File: src/rtl/pwr_switch_ack_emu_pkg.sv
// Shared types and constants for the power-switch acknowledge emulator.
// Optional build macro: PWR_SWITCH_ACK_EMU_ABORT_FLAG_EN (sticky abort flags).
package pwr_switch_ack_emu_pkg;

  // Per-channel switch state; ack is high in ON and RAMP_DOWN.
  typedef enum logic [1:0] {
    OFF       = 2'd0,
    RAMP_UP   = 2'd1,
    ON        = 2'd2,
    RAMP_DOWN = 2'd3
  } pwr_sw_state_e;

  // Ack latency used by testharness tie-offs of unused switch channels.
  localparam int unsigned DEFAULT_SWITCH_ACK_LATENCY = 15;

endpackage

File: src/rtl/pwr_switch_chan.sv
// One emulated power switch: a four-state FSM plus a ramp counter that
// answers a switch request with an acknowledge after a runtime latency.
// Optional build macro: PWR_SWITCH_ACK_EMU_ABORT_FLAG_EN (exports abort events).
module pwr_switch_chan
  import pwr_switch_ack_emu_pkg::*;
#(
  parameter int unsigned CNT_W   = 8,
  parameter logic        RST_ACK = 1'b0
) (
  input  logic             clk_i,
  input  logic             rst_i,
  input  logic             switch_i,
  input  logic [CNT_W-1:0] lat_on_i,
  input  logic [CNT_W-1:0] lat_off_i,
  input  logic             freeze_i,
`ifdef PWR_SWITCH_ACK_EMU_ABORT_FLAG_EN
  output logic             abort_evt_o,
`endif
  output logic             ack_o,
  output logic             busy_o
);

  pwr_sw_state_e    state_q, state_d;
  logic [CNT_W-1:0] cnt_q, cnt_d;
  logic             ack_q, busy_q;

  // A latency of 0 behaves as 1; the counter is loaded with Leff-1 so that
  // the ramp completes exactly Leff edges after the request edge.
  function automatic logic [CNT_W-1:0] lat_m1(input logic [CNT_W-1:0] lat);
    return (lat == '0) ? '0 : lat - 1'b1;
  endfunction

  // Next-state and counter update; abort beats freeze, freeze beats countdown.
  always_comb begin
    // NOTE: every combinational output gets a default first so no latch is inferred.
    state_d = state_q;
    cnt_d   = cnt_q;
    unique case (state_q)
      OFF: begin
        if (switch_i) begin
          state_d = RAMP_UP;
          cnt_d   = lat_m1(lat_on_i);
        end
      end
      RAMP_UP: begin
        if (!switch_i) begin
          state_d = OFF;
          cnt_d   = '0;
        end else if (!freeze_i) begin
          if (cnt_q == '0) state_d = ON;
          else             cnt_d   = cnt_q - 1'b1;
        end
      end
      ON: begin
        if (!switch_i) begin
          state_d = RAMP_DOWN;
          cnt_d   = lat_m1(lat_off_i);
        end
      end
      RAMP_DOWN: begin
        if (switch_i) begin
          state_d = ON;
          cnt_d   = '0;
        end else if (!freeze_i) begin
          if (cnt_q == '0) state_d = OFF;
          else             cnt_d   = cnt_q - 1'b1;
        end
      end
      default: begin
        state_d = OFF;
        cnt_d   = '0;
      end
    endcase
  end

  // State register; ack and busy are registered from the next state so no
  // input reaches an output combinationally.
  always_ff @(posedge clk_i) begin
    // NOTE: non-blocking assignments keep every flop sampling pre-edge values.
    if (rst_i) begin
      state_q <= RST_ACK ? ON : OFF;
      cnt_q   <= '0;
      ack_q   <= RST_ACK;
      busy_q  <= 1'b0;
    end else begin
      state_q <= state_d;
      cnt_q   <= cnt_d;
      ack_q   <= (state_d == ON) || (state_d == RAMP_DOWN);
      busy_q  <= (state_d == RAMP_UP) || (state_d == RAMP_DOWN);
    end
  end

  assign ack_o  = ack_q;
  assign busy_o = busy_q;

`ifdef PWR_SWITCH_ACK_EMU_ABORT_FLAG_EN
  // A ramp is aborted when the request flips back before completion.
  assign abort_evt_o = ((state_q == RAMP_UP) && !switch_i) ||
                       ((state_q == RAMP_DOWN) && switch_i);
`endif

endmodule

File: src/rtl/pwr_switch_ack_emu.sv
// Multi-channel power-switch acknowledge emulator for testharnesses.
// Each channel is an independent pwr_switch_chan; this level only slices
// the packed latency buses and, optionally, keeps sticky abort flags.
// Optional build macro: PWR_SWITCH_ACK_EMU_ABORT_FLAG_EN (abort_clr_i / abort_o).
module pwr_switch_ack_emu
  import pwr_switch_ack_emu_pkg::*;
#(
  parameter int unsigned       NUM_CH  = 4,
  parameter int unsigned       CNT_W   = 8,
  parameter logic [NUM_CH-1:0] RST_ACK = '0
) (
  input  logic                    clk_i,
  input  logic                    rst_i,
  input  logic [NUM_CH-1:0]       switch_i,
  input  logic [NUM_CH*CNT_W-1:0] lat_on_i,
  input  logic [NUM_CH*CNT_W-1:0] lat_off_i,
  input  logic                    freeze_i,
`ifdef PWR_SWITCH_ACK_EMU_ABORT_FLAG_EN
  input  logic                    abort_clr_i,
  output logic [NUM_CH-1:0]       abort_o,
`endif
  output logic [NUM_CH-1:0]       switch_ack_o,
  output logic [NUM_CH-1:0]       busy_o
);

`ifdef PWR_SWITCH_ACK_EMU_ABORT_FLAG_EN
  logic [NUM_CH-1:0] abort_evt;
  logic [NUM_CH-1:0] abort_q;
`endif

  for (genvar c = 0; c < NUM_CH; c++) begin : g_ch
    pwr_switch_chan #(
      .CNT_W   (CNT_W),
      .RST_ACK (RST_ACK[c])
    ) u_chan (
      .clk_i       (clk_i),
      .rst_i       (rst_i),
      .switch_i    (switch_i[c]),
      .lat_on_i    (lat_on_i[c*CNT_W +: CNT_W]),
      .lat_off_i   (lat_off_i[c*CNT_W +: CNT_W]),
      .freeze_i    (freeze_i),
`ifdef PWR_SWITCH_ACK_EMU_ABORT_FLAG_EN
      .abort_evt_o (abort_evt[c]),
`endif
      .ack_o       (switch_ack_o[c]),
      .busy_o      (busy_o[c])
    );

`ifdef PWR_SWITCH_ACK_EMU_ABORT_FLAG_EN
    // Announce each aborted ramp in the simulation log.
    always_ff @(posedge clk_i) begin
      if (!rst_i && abort_evt[c]) $warning("pwr_switch_ack_emu: ramp abort on channel %0d", c);
    end
`endif
  end

`ifdef PWR_SWITCH_ACK_EMU_ABORT_FLAG_EN
  // Sticky abort flags; a new abort in the clearing cycle survives the clear.
  always_ff @(posedge clk_i) begin
    if (rst_i) abort_q <= '0;
    else       abort_q <= abort_evt | (abort_clr_i ? '0 : abort_q);
  end

  assign abort_o = abort_q;
`endif

endmodule

File: config.mk
export PLATFORM = sky130hd
export DESIGN_NAME = pwr_switch_ack_emu
export DESIGN_NICKNAME = d
export VERILOG_FILES = /design/src/rtl/pwr_switch_ack_emu_pkg.sv /design/src/rtl/pwr_switch_chan.sv /design/src/rtl/pwr_switch_ack_emu.sv
export SDC_FILE = /design/constraint.sdc
export NUM_CORES = 1
export LEC_CHECK = 0
export BUFFER_PORTS_ARGS = -buffer_cell sky130_fd_sc_hd__buf_2
export CORE_AREA = 3 3 108 110
export CTS_CLUSTER_DIAMETER = 40
export DETAILED_ROUTE_END_ITERATION = 6
export DIE_AREA = 0 0 111 113
export PLACE_DENSITY = 0.58
export SYNTH_ARGS = -nofsm -noshare
export SYNTH_HDL_FRONTEND = slang
export SYNTH_SLANG_ARGS = --single-unit
File: constraint.sdc
create_clock -name clk_i -period 3.3 [get_ports clk_i]
set_input_delay 0.33 -clock clk_i [delete_from_list [all_inputs] [get_ports clk_i]]
set_output_delay 0.33 -clock clk_i [all_outputs]
set_load 0.03 [all_outputs]
# Yosys cells after proc, flatten, opt, wreduce, memory -nomap -nowiden
# Cells that the tools add are included.
dict set report word_totals {
  out_inout_bits 8
  in_bits 71
  regBits 48
}
dict set report classes {
  n_mux 72
  n_eq_ne 32
  n_reduce_logical 28
  n_addsub 12
}
# cell n
set ops {}
lappend ops {{8-bit two-way mux} 32}
lappend ops {{8-bit one-hot mux with 4 select lines} 4}
lappend ops {{8-bit logical NOT} 12}
lappend ops {{8-bit by 1-bit subtractor with 8-bit output, second input constant} 12}
lappend ops {{2-bit two-way mux} 32}
lappend ops {{2-bit == test, second input constant} 16}
lappend ops {{2-bit one-hot mux with 4 select lines} 4}
lappend ops {{2-bit by 1-bit == test with 1-bit output, second input constant} 8}
lappend ops {{2-bit inequality test, second input constant} 8}
lappend ops {{2-bit logical NOT} 4}
lappend ops {{1-bit logical OR} 8}
lappend ops {{2-bit AND reduction} 4}

# Logic depth before layout (Yosys ltp)
# Gate-level depths: netlist (run 1).
dict set report logic_depth {
  word_depth 7
  depth_mapped 7
  depth_no_buf 7
}

# By module
# From an unflattened synthesis (run 1), not the netlist that was laid out.
dict set report unflattened {
  hier_cells 550
  hier_area_um2 4215.3
}
# module area_per_inst_um2 instances cells_each
set by_module_without_submodules {}
lappend by_module_without_submodules {{pwr_switch_chan at g_ch[0].u_chan ...} 1059.8 3 140}
lappend by_module_without_submodules {{pwr_switch_chan at g_ch[3].u_chan} 1036.0 1 130}

# Worst setup path after synthesis (run 1)
# Ideal clock, no wire load.
dict set report synth_timing {
  kind {input port to flip-flop}
  startpoint {input lat_off_i[29]}
  endpoint {register g_ch[3].u_chan.cnt_q[7]}
  required_ns 3.212
  slack_ns 1.324
  arrival_ns 1.888
  path_stages 5
  cell_sequence {or4_4 or4_1 a311oi_1 a221oi_1 a311oi_2}
}
dict set report synth_via {
  elab_chain_len 4
}
# item line_no
set synth_rtl {}
lappend synth_rtl {{start: declaration} pwr_switch_ack_emu.sv:16} ;# input logic [NUM_CH*CNT_W-1:0] lat_off_i,
lappend synth_rtl {{8-bit by 1-bit subtractor with 8-bit output or 8-bit logical NOT (tied branches)} pwr_switch_chan.sv:30} ;# return (lat == '0) ? '0 : lat - 1'b1;
lappend synth_rtl {{8-bit two-way mux *} pwr_switch_chan.sv:30}
lappend synth_rtl {{8-bit two-way mux *} pwr_switch_chan.sv:55} ;# if (!switch_i) begin
lappend synth_rtl {{8-bit one-hot mux with 4 select lines *} pwr_switch_chan.sv:38} ;# unique case (state_q)
lappend synth_rtl {{end signal: assignment} pwr_switch_chan.sv:87} ;# cnt_q <= cnt_d;
lappend synth_rtl {{end: declaration} pwr_switch_chan.sv:24} ;# logic [CNT_W-1:0] cnt_q, cnt_d;
# Every way passes the cells marked *; elsewhere a longest branch is shown, timed or not. The select of a mux whose other input is x is not followed.
# A chain may end at the register's enable or synchronous reset.

# Final worst setup path (run 1)
dict set report layout_timing {
  startpoint {register g_ch[1].u_chan.cnt_q[0]}
  endpoint {register g_ch[1].u_chan.cnt_q[3]}
}
dict set report layout_via {
  elab_chain_len 5
}
# item line_no
set layout_rtl {}
lappend layout_rtl {{start: declaration} pwr_switch_chan.sv:24}
lappend layout_rtl {{start signal: assignment} pwr_switch_chan.sv:87}
lappend layout_rtl {{8-bit by 1-bit subtractor with 8-bit output or 8-bit logical NOT (tied branches)} -}
lappend layout_rtl {{8-bit two-way mux *} {pwr_switch_chan.sv:50, pwr_switch_chan.sv:65}}
lappend layout_rtl {{8-bit two-way mux *} pwr_switch_chan.sv:64} ;# end else if (!freeze_i) begin
lappend layout_rtl {{8-bit two-way mux (on tied branches)} {pwr_switch_chan.sv:61, pwr_switch_chan.sv:46}}
lappend layout_rtl {{8-bit one-hot mux with 4 select lines *} pwr_switch_chan.sv:38}
# Every way passes the cells marked *; elsewhere a longest branch is shown, timed or not.

==> results.md, run 1 <==
- Status: completed
- Total die area: 0.0125 sq mm
- Rows: 38
- Pwr dens: 321 mW/mm^2
- Syn_area_per_cell: 7.45 sq um
- CP Max Fanout: 4
- Clk pwr share: 24.0%
- DRT Pass-1 Iters: 5
- Comb power frac: 34.9%
- Max-slew headroom: 50.7%
- Power Total: 1.55 mW
- Slowest stage delay, CP: 0.51 ns
- YS warnings: 0
- Tot GR Track Use: 17.7%
- GRT overflow: 0
- Largest net degree at the start of global routing: 34
- Worst Hold Path EP: g_ch[2].u_chan.state_q[1]
- Die X: 111 microns
- NumNets Final: 729
- Initial DRC count: 227
- Flop pwr share: 41.0%
- Core Region: 0.0108 sq mm
- VDD IR-drop max: 0.000258 V
- Setup TNS: 0 ns
- Port buffer count: 78
- P_int: 974 uW
- Syn Nets: 664
- Diode count: 0
- CTS tree: done
- Final antenna-violating net count: 0
- Clk buf depth: 2
- CTS Root Cell: clkbuf_8
- Setup Fix Bufs, Post-CTS: 0
- Min-delay worst type: in2reg
- Sw Share: 37.1%
- Worst-Margin Slew: 0.733 ns
- Initial antenna violation count: 0
- Avg WL per Cell: 14.8 microns
- WL final: 11,600 microns
- Post-synth top flop: dfxtp_1
- Post-route minimum period: 2.12 ns
- Sink Count: 44
- Count leader, synth: nor2_1
- H-tree depth: 2
- CP cell instances: inv_1 -> ha_1 -> or4b_1 -> o211ai_1 -> or3b_1 -> o221ai_1 -> a32o_1
- CTS buffer count: 5
- Most instantiated cells after synthesis: nor2_1, dfxtp_1, inv_1, nor3_1, a21oi_1
- Clk slew on worst S/H paths: 0.10 ns
- Synth area leader: dfxtp_1
- Critical R2R Capture: g_ch[1].u_chan.cnt_q[3]
- Via-to-Cell Ratio: 5.71
- Number of max-cap violations: 0
- Share of flip-flops with an asynchronous set or reset: 0%
- Setup Slack @ Placement: 1.11 ns
- RR Startpoint: g_ch[1].u_chan.cnt_q[0]
- DRC: 0
- EDFF count, synth: 0
- Number of global-route vias before repair: 4,105
- Worst reg-to-reg path cell count: 7
- Detailed Place HPWL: 9040 microns
- Switching power: 574 uW
- Synth cell types: 69
- Synth top area share: 20.6%
- Hold_buf cts: 0
- Hold path start: switch_i[2]
- Critical Path Start: g_ch[1].u_chan.cnt_q[0]
- Crit Path Class: reg2reg
- Initial core utilization: 39.6%
- IO Pins: 79
- Mapped Area: 0.00427 sq mm
- Wire length of the first global-routing pass: 19,100 microns
- Synth Instances: 573
- Crit end category: register
- Hold Worst Slack: 0.317 ns
- #FFs+latches synth: 44
- RSZ-0062 raised after global routing: false
- Clk_lat worst skew: 0.30 ns
- Fin util: 44.7%
- Hold Crit Depth: 3
- Die Ht: 113 microns
- Leak Pwr: 1.93 nW
- Setup violators final: 0
- Worst Path Required: 3.50 ns
- Final Max Tran Viols: 0
- Layout cells sized above 1: 14.9%
- Layout area overhead: 13.1%
- Final Hold Fails: 0
- Worst EP arrival: 2.32 ns
- GPL Wtd Cong: 0.838
- CTS-repair resized insts: 0
- Seq/Total Area, Yosys: 20.6%
- Via count: 4,451
- Worst Skew: 0.00829 ns
- Crit path max-delay cell type: or4b_1
- Final worst-path cycle share: 64.4%
- Crit path launch type: register
- R2R Setup Slk: 1.18 ns
- FMAX: 0.471 GHz
- Top cells by area, synth: dfxtp_1, nor2_1, ha_1
- Setup ws final: 1.18 ns
## placed cells by master (no fill, tap or decap), types with 7 or more instances in the layout
cell type  netlist  routed
a211oi_1        11      11
ha_1            20      20
nor4_1          18      18
o211ai_1         7       7
or3_1           16      16
nand2_1         27      27
inv_1           40      40
mux2_1           9       9
xor2_1          16      16
nor3_1          30      30
dfxtp_1         44      44
nand2b_1        14      14
xnor2_1         10      10
o21ai_0         22      22
a311oi_1         7       7
nor2_1          71      71
o31ai_1         12      12
o21ai_1         11      11
mux2i_1         12      12
a21oi_1         28      28
nor2b_1         10      10
or4_1           14      14
buf_2            0      78
## worst max-delay path, delay by kind of cell (launching register included)
kind            cells  cell delay [ns]
buf+inv             1             0.09
simple gates        2             0.68
fa+ha+maj           1             0.20
flops               1             0.35
compound gates      3             0.70
## metrics by stage
step	instances	cell area (sq um)
CTS	779	4830
detailed placement	771	4730
floorplan	573	4270
global route	779	4830
finish	779	4830
global placement	771	4730
## cells by family after synthesis
group | count (synthesis) | synth area share (%)
XOR/XNOR | 26 | 5.33
flip-flops | 44 | 20.6
AO/OA/AOI/OAI | 154 | 25.7
adder cells (fa/ha/maj) | 20 | 5.86
buffers and inverters | 62 | 6.15
multiplexers | 22 | 5.45
AND/OR/NAND/NOR | 245 | 30.8
## routing by layer
layer | GRT usage [%] | share of wire, %
met5 | 0 | 0
met4 | 3.94 | 0.79
met3 | 2.14 | 3.6
met2 | 30.1 | 47
met1 | 24.2 | 48
## sequential cells by signal, indices dropped and copies added (netlist names)
name	count
g_ch.u_chan.cnt_q	32
g_ch.u_chan.busy_o	3
g_ch.u_chan.ack_o	4
g_ch.u_chan.state_q	5
## power by group through the flow
stage                     combinational (mW)  clock, mW  sequential (mW)
after CTS                              0.538      0.382            0.634
after global routing                   0.611      0.399            0.644
after floorplan                        0.386          0            0.625
after global placement                 0.527          0            0.645
final                                  0.541      0.372            0.635
after detailed placement               0.535          0            0.646
## layout make-up
cell class | count | area, sq um
Clock buffer | 7 | 86.3
Clock inverter | 1 | 7.51
Fill cell | 1124 | 5970
Multi-Input combinational cell | 467 | 3130
Tap cell | 140 | 175
Timing Repair Buffer | 79 | 398
Sequential cell | 44 | 881
Inverter | 41 | 154
## worst max path at each step
stage,end,slack (ns),depth (start not counted)
global placement,g_ch[3].u_chan.cnt_q[7],1.13,6
CTS,g_ch[1].u_chan.cnt_q[3],1.18,7
finish,g_ch[1].u_chan.cnt_q[3],1.18,7
detailed placement,g_ch[3].u_chan.cnt_q[7],1.11,6
global route,g_ch[1].u_chan.cnt_q[3],1.00,7
floorplan,g_ch[3].u_chan.cnt_q[7],1.32,5
No activity file was read; power rests on OpenSTA's default activity.
==> run 2, diff against run 1 <==
clock period = 2.2 ns   (was 3.3 ns; I/O delays follow)
==> run 2 against run 1 <==
Net effect: final cell count is 1.3% higher; sequential share of layout area is 0.34 points lower; via count up 2.2%; fmax rose by 4.6%; utilization up 0.85 points; largest power group unchanged.
==> results.md, run 2 (same netlist as run 1, synthesis figures left out) <==
- CTS Root Cell: clkbuf_8 (unchanged)
- Critical R2R Capture: g_ch[1].u_chan.cnt_q[5] (was g_ch[1].u_chan.cnt_q[3])
- Number of global-route vias before repair: 4,384 (was 4,105)
- H-tree depth: 2 (unchanged)
- Port buffer count: 78 (unchanged)
- Final antenna-violating net count: 0 (unchanged)
- Number of max-cap violations: 0 (unchanged)
- Detailed Place HPWL: 9320 microns (was 9040 microns)
- IO Pins: 79 (unchanged)
- Final worst-path cycle share: 92.3% (was 64.4%)
- Crit end category: register (unchanged)
- Total die area: 0.0125 sq mm (unchanged)
- Die Ht: 113 microns (unchanged)
- CTS buffer count: 5 (unchanged)
- GRT overflow: 0 (unchanged)
- Comb power frac: 35.8% (was 34.9%)
- Switching power: 849 uW (was 574 uW)
- Clk pwr share: 24.0% (about the same)
- Hold path start: switch_i[2] (unchanged)
- Wire length of the first global-routing pass: 20,000 microns (was 19,100 microns)
- FMAX: 0.492 GHz (was 0.471 GHz)
- Core Region: 0.0108 sq mm (unchanged)
- Crit Path Class: reg2reg (unchanged)
- Largest reg by FF count: g_ch.u_chan.cnt_q (unchanged)
- Initial antenna violation count: 0 (unchanged)
- R2R Setup Slk: 0.17 ns (was 1.18 ns)
- Met1 WL: 5520 microns (was 5590 microns)
- Max reg flops: 32 (unchanged)
- Largest net degree at the start of global routing: 32 (was 34)
- Hold Crit Depth: 3 (unchanged)
- Min-delay worst type: in2reg (unchanged)
- CP Max Fanout: 4 (unchanged)
- Worst-Margin Slew: 0.631 ns (was 0.733 ns)
- Via count: 4,548 (was 4,451)
- WL final: 11,800 microns (was 11,600 microns)
- Post-route minimum period: 2.03 ns (was 2.12 ns)
- RSZ-0062 raised after global routing: false (unchanged)
- Worst Skew: 0.00684 ns (was 0.00829 ns)
- RR Startpoint: g_ch[1].u_chan.cnt_q[0] (unchanged)
- Met3 WL: 475 microns (was 421 microns)
- Crit path launch type: register (unchanged)
- Setup violators final: 0 (unchanged)
- Final Hold Fails: 0 (unchanged)
- Highest metal used: met4 (unchanged)
- Routed wl met2: 5710 microns (was 5450 microns)
- Hold_buf cts: 0 (unchanged)
- Diode count: 0 (unchanged)
- Die X: 111 microns (unchanged)
- Worst reg-to-reg path cell count: 7 (unchanged)
- Layout cells sized above 1: 16.5% (was 14.9%)
- Status: completed (unchanged)
- Worst Hold Path EP: g_ch[2].u_chan.state_q[1] (unchanged)
- Clk buf depth: 2 (unchanged)
- Flop pwr share: 40.2% (was 41.0%)
- Power Total: 2.35 mW (was 1.55 mW)
- DRT Pass-1 Iters: 5 (unchanged)
- Leak Pwr: 1.99 nW (was 1.93 nW)
- Layout area overhead: 15.2% (was 13.1%)
- DRC: 0 (unchanged)
- Sink Count: 44 (unchanged)
- Setup TNS: 0 ns (unchanged)
- Worst Path Required: 2.39 ns (was 3.50 ns)
- Avg WL per Cell: 15.0 microns (was 14.8 microns)
- Most common cell after layout, fill and taps aside: buf_2 (unchanged)
- Initial DRC count: 185 (was 227)
- Initial core utilization: 39.6% (unchanged)
- Rows: 38 (unchanged)
- P_int: 1.50 mW (was 974 uW)
- Sw Share: 36.1% (was 37.1%)
- Clk slew on worst S/H paths: 0.09 ns (was 0.10 ns)
- Pwr dens: 479 mW/mm^2 (was 321 mW/mm^2)
- GPL Wtd Cong: 0.847 (was 0.838)
- Via-to-Cell Ratio: 5.76 (was 5.71)
- NumNets Final: 740 (was 729)
- VDD IR-drop max: 0.000351 V (was 0.000258 V)
- Max-slew headroom: 57.5% (was 50.7%)
- Final Max Tran Viols: 0 (unchanged)
- Worst EP arrival: 2.22 ns (was 2.32 ns)
- Tot GR Track Use: 18.4% (was 17.7%)
- Most frequent cells in the layout: buf_2, nor2_1, dfxtp_1 (unchanged)
- CTS tree: done (unchanged)
- Clk_lat worst skew: 0.29 ns (was 0.30 ns)
[run 2: cell types whose count changed in the layout (fill, tap and decap cells not counted)]
cell        change
buf_4          +11
clkbuf_1        -1
clkbuf_8        +1
clkinvlp_4      -1
nor4b_1         -1
nor4b_2         +1
[run 2: cell type report]
cell class / instances / area (sq um)
flip-flops and latches: 44 / 881
repair buffers: 90 / 480
clock buffers: 7 / 96.3
fillers: 1134 / 5870
well taps: 140 / 175
multi-input cells: 467 / 3130
inverters: 41 / 154
[run 2: how the worst max path moves through the flow]
stage	startpoint	to	slack (ns)	cells after the start
4_1_cts	g_ch[1].u_chan.cnt_q[0]	g_ch[1].u_chan.cnt_q[3]	0.14	7
6_report	g_ch[1].u_chan.cnt_q[0]	g_ch[1].u_chan.cnt_q[5]	0.17	7
2_1_floorplan	lat_off_i[29]	g_ch[3].u_chan.cnt_q[7]	0.33	5
3_5_place_dp	lat_off_i[29]	g_ch[3].u_chan.cnt_q[7]	0.12	6
3_3_place_gp	lat_off_i[29]	g_ch[3].u_chan.cnt_q[7]	0.14	6
5_1_grt	g_ch[1].u_chan.cnt_q[0]	g_ch[1].u_chan.cnt_q[5]	0.04	7
[run 2: metal layers]
metal | global-route usage (%) | vias to the layer above
met5 | 0 | -
met1 | 24.2 | 2136
li1 | - | 2299
met3 | 2.94 | 8
met4 | 3.78 | 0
met2 | 32.2 | 105
[run 2: stage by stage]
stage          instances  cell area (sq um)  setup WS, ns  util [%]  hold WS, ns
2_1_floorplan        573               4270         0.334         -        0.346
3_3_place_gp         781               4810         0.145      44.6        0.503
3_5_place_dp         781               4810         0.123      44.6        0.514
4_1_cts              788               4900         0.135      45.4        0.204
5_1_grt              789               4920        0.0408      45.6        0.222
6_report             789               4920         0.169      45.6        0.208
[run 2: power groups by stage]
stage               sequential [mW]  combinational, mW  clock [mW]
CTS                           0.944              0.837       0.580
global placement              0.961              0.816           0
finish                        0.946              0.843       0.564
global route                  0.960              0.945       0.614
floorplan                     0.937              0.578           0
detailed placement            0.962              0.832           0
[run 2: timing repair]
item,4_1_cts,5_1_grt
endpoints found under the setup margin,0,5
buffers inserted,0,1
gates resized for setup,0,1
[run 2: critical path, stage by stage (launching register included)]
cell and delay [ns]:
dfxtp_1 0.35, inv_1 0.09, ha_1 0.20, or4b_1 0.51, o211ai_1 0.26, buf_4 0.16, o21ai_0 0.08, a32o_1 0.28
==> run 3, diff against run 2 <==
GPL_TIMING_DRIVEN = 0   (was not set)
PLACE_DENSITY = 0.7   (was 0.58)
==> run 3 against run 2 <==
Net effect: clock skew grew 0.0019 ns; count of clock-buffer cells in the layout is the same; cell area grew 1.1%; global-route usage shrank 0.37 points; sequential power is essentially flat; non-clock buffer count grew 9; combinational power is essentially flat; final cell count grew 1.3%; critical path depth is the same; fmax shrank 2.2%; critical path type unchanged; largest power group unchanged; highest routed layer unchanged.
==> results.md, run 3 (same netlist as run 1, synthesis figures left out) <==
- Setup ws final: 0.122 ns (was 0.169 ns)
- Rows: 38 (unchanged)
- Worst EP arrival: 2.27 ns (was 2.22 ns)
- Setup Slack @ Placement: 0.101 ns (was 0.123 ns)
- CTS Root Cell: clkbuf_8 (unchanged)
- Die Ht: 113 microns (unchanged)
- Wire length of the first global-routing pass: 19,500 microns (was 20,000 microns)
- Hold Crit Depth: 2 (was 3)
- Worst Path Required: 2.39 ns (about the same)
- Fin util: 46.1% (was 45.6%)
- Via count: 4,594 (was 4,548)
- Setup TNS: 0 ns (unchanged)
- Most common cell after layout, fill and taps aside: buf_2 (unchanged)
- Layout area overhead: 16.5% (was 15.2%)
- Most frequent cells in the layout: buf_2, nor2_1, dfxtp_1 (unchanged)
- Clk slew on worst S/H paths: 0.09 ns (about the same)
- Setup violators final: 0 (unchanged)
- Via-to-Cell Ratio: 5.75 (was 5.76)
- Tot GR Track Use: 18.1% (was 18.4%)
- Final Hold Fails: 0 (unchanged)
- RSZ-0062 raised after global routing: false (unchanged)
- Hold path start: switch_i[3] (was switch_i[2])
- Layout cells sized above 1: 16.1% (was 16.5%)
- GRT overflow: 0 (unchanged)
- Sink Count: 44 (unchanged)
- Detailed Place HPWL: 9350 microns (was 9320 microns)
- CP cell instances: inv_1 -> ha_2 -> or4b_4 -> o211ai_1 -> or3b_1 -> o221ai_1 -> a32o_1 (was inv_1 -> ha_1 -> or4b_1 -> o211ai_1 -> buf_4 -> o21ai_0 -> a32o_1)
- CP top delay family: compound AO/OA/AOI/OAI gates (unchanged)
- Crit end category: register (unchanged)
- IO Pins: 79 (unchanged)
- Hold_buf cts: 0 (unchanged)
- Initial core utilization: 39.6% (unchanged)
- Port buffer count: 78 (unchanged)
- WL final: 11,700 microns (was 11,800 microns)
- Worst reg-to-reg path cell count: 7 (unchanged)
- Final antenna-violating net count: 0 (unchanged)
- RR Startpoint: g_ch[1].u_chan.cnt_q[0] (unchanged)
- Critical Path Start: g_ch[1].u_chan.cnt_q[0] (unchanged)
- Clk buf depth: 2 (unchanged)
- Initial antenna violation count: 0 (unchanged)
- Worst-Margin Slew: 0.762 ns (was 0.631 ns)
- Crit Path Class: reg2reg (unchanged)
- Number of max-cap violations: 0 (unchanged)
- Largest reg by FF count: g_ch.u_chan.cnt_q (unchanged)
- Clk_lat worst skew: 0.29 ns (about the same)
- Crit path launch type: register (unchanged)
- Pwr dens: 497 mW/mm^2 (was 479 mW/mm^2)
- CTS buffer count: 5 (unchanged)
- Total die area: 0.0125 sq mm (unchanged)
- H-tree depth: 2 (unchanged)
- Worst Skew: 0.00872 ns (was 0.00684 ns)
- Die X: 111 microns (unchanged)
- NumNets Final: 749 (was 740)
- Crit path max-delay cell type: or4b_4 (was or4b_1)
- DRC: 0 (unchanged)
- Largest net degree at the start of global routing: 14 (was 32)
- DRT Pass-1 Iters: 5 (unchanged)
- Final worst-path cycle share: 94.4% (was 92.3%)
- Cell count along the critical path: 7 (unchanged)
- CTS tree: done (unchanged)
- Number of global-route vias before repair: 4,338 (was 4,384)
- Max reg flops: 32 (unchanged)
- Min-delay worst type: in2reg (unchanged)
- Avg WL per Cell: 14.7 microns (was 15.0 microns)
- VDD IR-drop max: 0.000290 V (was 0.000351 V)
- FMAX: 0.481 GHz (was 0.492 GHz)
- GPL Wtd Cong: 0.925 (was 0.847)
- Status: completed (unchanged)
- CP Max Fanout: 4 (unchanged)
- Crit path buf inv count: 1 (was 2)
- Slowest stage delay, CP: 0.48 ns (was 0.51 ns)
- Initial DRC count: 283 (was 185)
- Diode count: 0 (unchanged)
- Final Max Tran Viols: 0 (unchanged)
- Max-slew headroom: 48.8% (was 57.5%)
- Post-route minimum period: 2.08 ns (was 2.03 ns)
- Fillers: 1,085 (was 1,134)
- Core Region: 0.0108 sq mm (unchanged)
- Leak Pwr: 2.00 nW (was 1.99 nW)
## run 3: changes by cell type in the layout (fill, tap and decap cells not counted), sizes merged
| cell | previous run | this run |
|---|---|---|
| bufinv | 0 | 1 |
| clkbuf | 7 | 20 |
| buf | 90 | 86 |
## run 3: metrics by stage
stage	hold slack (ns)	power (mW)	instances	area, sq um
after global routing	0.207	2.63	799	4970
after global placement	0.497	1.76	791	4830
final	0.210	2.47	799	4970
after floorplan	0.346	1.52	573	4270
after CTS	0.207	2.47	799	4960
after detailed placement	0.501	1.79	791	4830
## run 3: layout make-up
class / instances / area [sq um] / area share [%]
tap: 140 / 175 / 3.52
clock buffer: 7 / 96.3 / 1.94
buffer: 21 / 109 / 2.19
inverter: 41 / 154 / 3.09
timing repair buffer: 78 / 390 / 7.85
clock inverter: 1 / 30.0 / 0.604
sequential: 44 / 881 / 17.7
multi-input combinational: 467 / 3140 / 63.1
## run 3: power breakdown
part / internal [mW] / switching, mW / total, mW
Combinational: 0.359 / 0.483 / 0.843
Sequential: 0.862 / 0.0828 / 0.944
Clock: 0.401 / 0.283 / 0.684
Total: 1.62 / 0.848 / 2.47
## run 3: per-layer routing
| metal | track usage, % | share of wire [%] |
|---|---|---|
| met5 | 0 | 0 |
| met4 | 4.43 | 1.1 |
| met3 | 2.62 | 4.4 |
| met2 | 32.1 | 49 |
| met1 | 23.2 | 46 |
## run 3: final timing paths
kind,end,slack (ns)
max,g_ch[1].u_chan.cnt_q[3],0.12
min reg2reg,g_ch[0].u_chan.cnt_q[0],0.52
min,g_ch[3].u_chan.cnt_q[7],0.21
max reg2reg,g_ch[1].u_chan.cnt_q[3],0.12
## run 3: repair_timing
item                                    4_1_cts  5_1_grt
gates resized for setup                       0        3
buffers inserted                              0        0
endpoints found under the setup margin        0        4
## run 3: worst reg2reg max path: cells and delay by family, from the launching register on
kind	cells	cell delay, ns
AO/OA/AOI/OAI	3	0.67
adder cells (fa/ha/maj)	1	0.20
buffers and inverters	1	0.10
flip-flops	1	0.35
AND/OR/NAND/NOR	2	0.65
